**config.mk**
```make
export PLATFORM = sky130hd
export DESIGN_NAME = wb_arbiter
export DESIGN_NICKNAME = d
export VERILOG_FILES = /design/src/rtl/wb_arbiter.sv
export SDC_FILE = /design/constraint.sdc
export NUM_CORES = 1
export LEC_CHECK = 0
export ABC_AREA = 0
export BUFFER_PORTS_ARGS = -buffer_cell sky130_fd_sc_hd__buf_2
export CORE_MARGIN = 2
export CORE_UTILIZATION = 43
export CTS_CLUSTER_SIZE = 30
export DETAILED_ROUTE_END_ITERATION = 6
export PLACE_DENSITY = 0.72
export SLEW_MARGIN = 30
export SYNTH_ARGS = -nofsm -noshare
export SYNTH_HDL_FRONTEND = slang
export SYNTH_SLANG_ARGS = --single-unit
export TNS_END_PERCENT = 30
```
**constraint.sdc**
```tcl
create_clock -name CLK -period 3.8 [get_ports CLK]
set_input_delay 0.95 -clock CLK [delete_from_list [all_inputs] [get_ports CLK]]
set_output_delay 0.95 -clock CLK [all_outputs]
set_load 0.05 [all_outputs]
```
**src/rtl/wb_arbiter.sv**
```systemverilog
// wb_arbiter: writeback port arbiter with load formatting, 2-entry load FIFO and pending-load scoreboard
module wb_arbiter (
    input  logic        CLK,
    input  logic        RST_N,
    input  logic        Alu_Valid,
    input  logic [4:0]  Alu_DR,
    input  logic [31:0] Alu_Result,
    input  logic        Iss_Valid,
    input  logic [4:0]  Iss_DR,
    input  logic        Ld_Valid,
    output logic        Ld_Ready,
    input  logic [4:0]  Ld_DR,
    input  logic [2:0]  Ld_Funct3,
    input  logic [1:0]  Ld_Addr_Lo,
    input  logic [31:0] Ld_Data,
    output logic        RegW,
    output logic [4:0]  DR,
    output logic [31:0] Reg_In,
    output logic [31:0] Pending,
    output logic        Ld_Err
);
    logic [1:0]  count;
    logic        rd_ptr, wr_ptr;
    logic [4:0]  fifo_dr [2];
    logic [31:0] fifo_data [2];
    logic        accept, err, ld_ok, alu_w, pop, bypass, push, ld_win;
    logic [7:0]  ld_byte;
    logic [15:0] ld_half;
    logic [31:0] ld_ext, clr, set;
    logic [4:0]  ld_win_dr;
    assign Ld_Ready  = count < 2'd2;
    assign accept    = Ld_Valid && Ld_Ready;
    assign err       = Ld_Funct3 == 3'b011 || Ld_Funct3[2:1] == 2'b11;
    assign ld_ok     = accept && !err && Ld_DR != 5'd0;
    assign alu_w     = Alu_Valid && Alu_DR != 5'd0;
    assign pop       = !alu_w && count != 2'd0;
    assign bypass    = !alu_w && count == 2'd0 && ld_ok;
    assign push      = ld_ok && !bypass;
    assign ld_win    = pop || bypass;
    assign ld_win_dr = pop ? fifo_dr[rd_ptr] : Ld_DR;
    assign ld_byte   = Ld_Data[{Ld_Addr_Lo, 3'b000} +: 8];
    assign ld_half   = Ld_Addr_Lo[1] ? Ld_Data[31:16] : Ld_Data[15:0];
    assign ld_ext    = Ld_Funct3[1:0] == 2'b00 ? {{24{~Ld_Funct3[2] & ld_byte[7]}}, ld_byte} :
                       Ld_Funct3[1:0] == 2'b01 ? {{16{~Ld_Funct3[2] & ld_half[15]}}, ld_half} : Ld_Data;
    assign clr       = (ld_win ? 32'd1 << ld_win_dr : 32'd0) | (accept && err ? 32'd1 << Ld_DR : 32'd0);
    assign set       = Iss_Valid ? 32'd1 << Iss_DR : 32'd0;
    always_ff @(posedge CLK or negedge RST_N) begin
        if (!RST_N) begin
            count   <= '0;
            rd_ptr  <= 1'b0;
            wr_ptr  <= 1'b0;
            RegW    <= 1'b0;
            DR      <= '0;
            Reg_In  <= '0;
            Pending <= '0;
            Ld_Err  <= 1'b0;
        end else begin
            count   <= count + 2'(push) - 2'(pop);
            rd_ptr  <= rd_ptr ^ pop;
            wr_ptr  <= wr_ptr ^ push;
            RegW    <= alu_w || ld_win;
            if (alu_w || ld_win) begin
                DR     <= alu_w ? Alu_DR : ld_win_dr;
                Reg_In <= alu_w ? Alu_Result : pop ? fifo_data[rd_ptr] : ld_ext;
            end
            Pending <= ((Pending & ~clr) | set) & ~32'd1;
            Ld_Err  <= accept && err;
        end
    end
    always_ff @(posedge CLK) begin
        if (push) begin
            fifo_dr[wr_ptr]   <= Ld_DR;
            fifo_data[wr_ptr] <= ld_ext;
        end
    end
endmodule

```
Yosys cells after proc, flatten, opt, wreduce, memory -nomap -nowiden --
Memory sizes are Yosys's and may differ from the RTL's. Cells that the tools add are included.
Word-level totals: bits in registers 74, memory bits (writable) 74, word-level logic and storage cells 61, memories kept 2
Cells by class: add/subtract/negate cells 2, order comparisons 1, equal/unequal tests 3, shift-type cells 4, multiplexer cells 12, bitwise logic cells 9, reductions and logical operators 20
Memory list:
- fifo_data | depth 2, bits a word 32, read ports 1, clocked after memory_dff 0, wr ports 1, line 25 | logic [31:0] fifo_data [2];
- fifo_dr | depth 2, bits a word 5, read ports 1, clocked after memory_dff 0, wr ports 1, line 24 | logic [4:0] fifo_dr [2];
Operators by type and width (count):
- $mux W32 | 7
- $shl A1 B5 Y32 const A | 3
- $or A32 B32 Y32 | 2
- $and A32 B32 Y32 | 1
- $not A32 Y32 | 1
- $shiftx A32 B6 Y8 | 1
- $mux W16 | 1
- $mux W5 | 2
- $reduce_bool A5 Y1 | 2
- $logic_and A1 B1 Y1 | 9
- $logic_not A2 Y1 | 2
- $eq A3 B2 Y1 const B | 1
- $logic_not A1 Y1 | 3
- $logic_or A1 B1 Y1 | 3
- $add A2 B1 Y2 | 1
- $and A1 B1 Y1 | 2
- $eq A2 B1 Y1 const B | 1
- $eq A2 B2 Y1 const B | 1
- $lt A2 B2 Y1 const B | 1
- $mux W1 | 2
- $reduce_bool A2 Y1 | 1
- $sub A2 B1 Y2 | 1
- $xor A1 B1 Y1 | 2
- $not A1 Y1 | 1

Logic depth before layout (Yosys ltp) --
word-level depth 12, depth in mapped cells 10

Worst setup path before layout --
Ideal clock, no wire load.
path kind input to register, start in Ld_Funct3[0], end mem fifo_data[1][0], enable pin, arrival time 2.922 ns, data required time 3.402 ns, slack 0.480 ns, stages 6, path buffers 1, cells stage by stage clkbuf_1 -> o21ai_2 -> o2111ai_2 -> or2_2 -> inv_1 -> ha_1
On the way: longest elaborated chain between the ends 10
RTL lines:
- from (decl) | line 13 | input logic [2:0] Ld_Funct3,
- $eq A3 B2 Y1 * | line 33 | assign err = Ld_Funct3 == 3'b011 || Ld_Funct3[2:1] == 2'b11;
- $logic_or A1 B1 Y1 * | line 33
- $logic_not A1 Y1 * | line 34 | assign ld_ok = accept && !err && Ld_DR != 5'd0;
- $logic_and A1 B1 Y1 * (2 in a row) | line 34
- $logic_and A1 B1 Y1 | line 37 | assign bypass = !alu_w && count == 2'd0 && ld_ok;
- $logic_not A1 Y1 | line 38 | assign push = ld_ok && !bypass;
- $logic_and A1 B1 Y1 * | line 38
- $mux W1 * | line 71 | if (push) begin
- $mux W1 (not written as such) * | line 73 | fifo_data[wr_ptr] <= ld_ext;
- to (decl) | line 25
Every way passes the cells marked *; elsewhere a longest branch is shown, timed or not.

Final worst setup path --
start in Alu_DR[3], end reg count[1]
On the way: longest elaborated chain between the ends 9, elaborated cells between the ends (all ways) 10, classes of those cells add/sub: 2; reduce/logical: 8
RTL lines:
- from (decl) | line 6 | input logic [4:0] Alu_DR,
- $reduce_bool A5 Y1 * | line 35 | assign alu_w = Alu_Valid && Alu_DR != 5'd0;
- $logic_and A1 B1 Y1 * | line 35
- $logic_not A1 Y1 * | line 36, 37
- $logic_and A1 B1 Y1 (2 in a row) | line 37
- $logic_not A1 Y1 | line 38
- $logic_and A1 B1 Y1 | line 38
- $add A2 B1 Y2 | line 58 | count <= count + 2'(push) - 2'(pop);
- $sub A2 B1 Y2 * | line 58
- to (signal assigned) | line 58
- to (decl) | line 22 | logic [1:0] count;
Marks and branches as above. A chain may end at the register's enable or synchronous reset.

==> results.py <==
metrics = {
    "global_routing": {
        "grt_pass1_vias": 6055,
        "grt_use_total_pct": 23.2,
        "antenna_found_initial": 0,
        "grt_max_degree": 48,
        "grt_pass1_wl_mm": 32.4,
        "grt_overflow": 0,
    },
    "yosys": {
        "synthTopCellsByArea": "edfxtp_1, dfrtp_1, mux2i_1",
        "avgSynthCellArea_sq_um": 10.5,
        "ys_warn_count": 0,
        "synthArstFlopShare_pct": 50.0,
        "synthesis.nets": 809,
        "ys_seq_area_share_pct": 54.3,
        "yosys.area.top_type": "edfxtp_1",
        "netlist_area_sq_um": 7510,
        "ys_top_cells_by_count": "dfrtp_1, edfxtp_1, nor2_1, nand2_1",
        "synth_edf_count": 74,
        "synth_seq_cells": 148,
        "yosysTopAreaCellShare_pct": 29.6,
        "ys.flop_type": "edfxtp_1",
        "synth.distinct_cells": 55,
        "syn_inst": 716,
    },
    "floorplanning": {
        "initial_core_util_pct": 43.7,
        "ioPinCount": 161,
        "dieArea_sq_um": 18500,
        "die_width_um": 136,
        "dieHeight_um": 136,
        "core_sq_um": 17200,
        "num_rows": 48,
    },
    "critical_path": {
        "path_buf_inv": 3,
        "startpoint": "Alu_DR[3]",
        "crit_arrival_ns": 3.06,
        "worstPathCellList": "buf_2, or4_4, o21a_1, buf_4, nor2_1, ha_1, inv_1, ha_1, xnor2_1, xnor2_1",
        "cp_data_required_time_ns": 4.14,
        "critPathTopFamily": "simple AND/OR/NAND/NOR gates",
        "path_class": "in -> reg",
        "critPathSlowestCell": "or4_4",
        "r2r_start": "count[1]$_DFF_PN0_",
        "critPathMaxFanout": 47,
        "cp_slowest_stage_delay_ns": 0.54,
        "start_kind": "input port",
        "critPathCaptureType": "flop",
    },
    "routing": {
        "first_pass_iters": 6,
        "viasPerCell": 5.80,
        "drt-initial-drc-count": 708,
        "post_drt_wl_per_cell_um": 19.3,
        "finalWirelength_mm": 21.2,
        "drc": 0,
        "ant_nets": 0,
        "vias": 6384,
    },
    "place": {
        "dp_hpwl_mm": 15.0,
        "dp.cells": 1068,
        "port_buffers": 159,
        "gp_congestion": 0.881,
    },
    "clock_network": {
        "cts_tree": "yes",
        "ctsResizeCount": 0,
        "cts-root-buf": "clkbuf_16",
        "clock-sinks": 148,
        "cts_setup_buffers": 0,
        "clk_pin_slew_worst_paths_ns": 0.06,
        "cts_buffers": 17,
        "clk_latency_ns": 0.42,
        "cts_max_level": 4,
        "hold_buffers": 0,
        "clockBufferDepth": 2,
    },
    "timing": {
        "skew_ns": 0.0132,
        "worst_pin_slew_ns": 0.807,
        "min_period_ns": 2.72,
        "hold_slack_ns": 0.473,
        "setup_tns_ns": 0,
        "report.final.slew_viol_count": 0,
        "fin_crit_sh_pct": 71.5,
        "max-slew-margin-rel_pct": 46.2,
        "grt_setup_unrepaired": "no",
        "fmax_ghz": 0.368,
        "finalHoldViolCount": 0,
        "setup_viol_count_final": 0,
    },
    "final_layout": {
        "fin_nets": 955,
        "area_delta_synth_final_pct": 21.8,
        "num_antenna_cells": 0,
        "instances_no_fill": 1100,
        "drive_gt1_share_pct": 24.8,
        "fillers": 1579,
    },
    "run": {
        "cap_viol_max_count": 0,
    },
    "pwr": {
        "power_density_nw_per_um2": 802,
        "ir_worst_vdd_mv": 0.436,
        "leakagePower_nw": 3.77,
    },
    "outcome": {
        "outcome": "finished clean",
    },
    "hold_path": {
        "worstHoldPathType": "in -> async",
    },
}
## path summary, 6_finish.rpt
path	end	slack, ns	cells past startpoint
max	count[1]$_DFF_PN0_	1.08	10
min	Pending[2]$_DFF_PN0_	0.47	1
max reg2reg	fifo_data[1][13]$_DFFE_PP_	1.11	7
min reg2reg	Reg_In[21]$_DFFE_PN0P_	0.49	1
max in group asynchronous	rd_ptr$_DFF_PN0_	2.73	2
min in group CLK	Reg_In[21]$_DFFE_PN0P_	0.49	1
## final cells by class
class	instances	area (sq um)	area share, %
clock buffer	22	444	4.86
clock inverter	10	138	1.51
inverter	18	67.6	0.739
multi-input combinational	502	3170	34.7
sequential	148	4080	44.6
tap	225	282	3.08
timing repair buffer	175	963	10.5
## cells by family (layout without fill, tap and decap cells)
| group | Yosys count | after routing | share of synthesized area, % |
|---|---|---|---|
| AO/OA/AOI/OAI | 228 | 228 | 21.4 |
| other | 1 | 1 | 0.0499 |
| buffers and inverters | 66 | 225 | 3.70 |
| AND/OR/NAND/NOR | 228 | 228 | 14.5 |
| XOR/XNOR | 3 | 3 | 0.350 |
| multiplexers | 38 | 38 | 5.07 |
| flip-flops | 148 | 148 | 54.3 |
| adder cells (fa/ha/maj) | 4 | 4 | 0.667 |
## registers in the layout, indices dropped and copies added, names as in the netlist
name and count:
DR 5, count 2, Ld_Err 1, fifo_data 64
Pending 31, RegW 1, Reg_In 32, wr_ptr 1
rd_ptr 1, fifo_dr 10
## metrics by stage
stage / power [mW] / utilization [%] / worst slack (ns) / instance area, sq um
6_report: 7.34 / 53.2 / 1.08 / 9140
5_1_grt: 7.68 / 53.2 / 0.923 / 9140
4_1_cts: 7.35 / 53.2 / 1.09 / 9140
3_5_place_dp: 5.68 / 49.8 / 0.689 / 8560
3_3_place_gp: 5.63 / 49.6 / 0.726 / 8520
2_1_floorplan: 4.82 / - / 0.480 / 7510
## metal layers
| metal | global-route usage, % | vias up | wire [um] |
|---|---|---|---|
| met2 | 36.0 | 302 | 9850 |
| met5 | 0 | - | 0 |
| met3 | 4.10 | 42 | 1490 |
| met4 | 10.0 | 0 | 624 |
| met1 | 32.0 | 3065 | 9260 |
| li1 | - | 2975 | - |
## cell usage in the layout (no fill, tap or decap), drive strengths merged, types with 5 or more instances in the layout
cell / count
o22ai: 38
o21a: 25
o211ai: 5
o22a: 7
nor3: 6
buf: 175
nor2: 71
nor3b: 8
mux2i: 38
and2: 8
o21ai: 40
o221ai: 23
edfxtp: 74
dfrtp: 74
o311ai: 8
or2: 6
nand3: 12
a221o: 7
clkbuf: 22
a21oi: 36
clkinv: 5
a22oi: 6
a22o: 8
nand2: 64
inv: 18
nand2b: 13
nor2b: 32
## power breakdown
group / switching (mW) / internal [mW]
clock: 0.646 / 1.03
combinational: 2.29 / 0.901
sequential: 0.304 / 2.16
total: 3.24 / 4.09
Power figures use the tool's default switching activity.
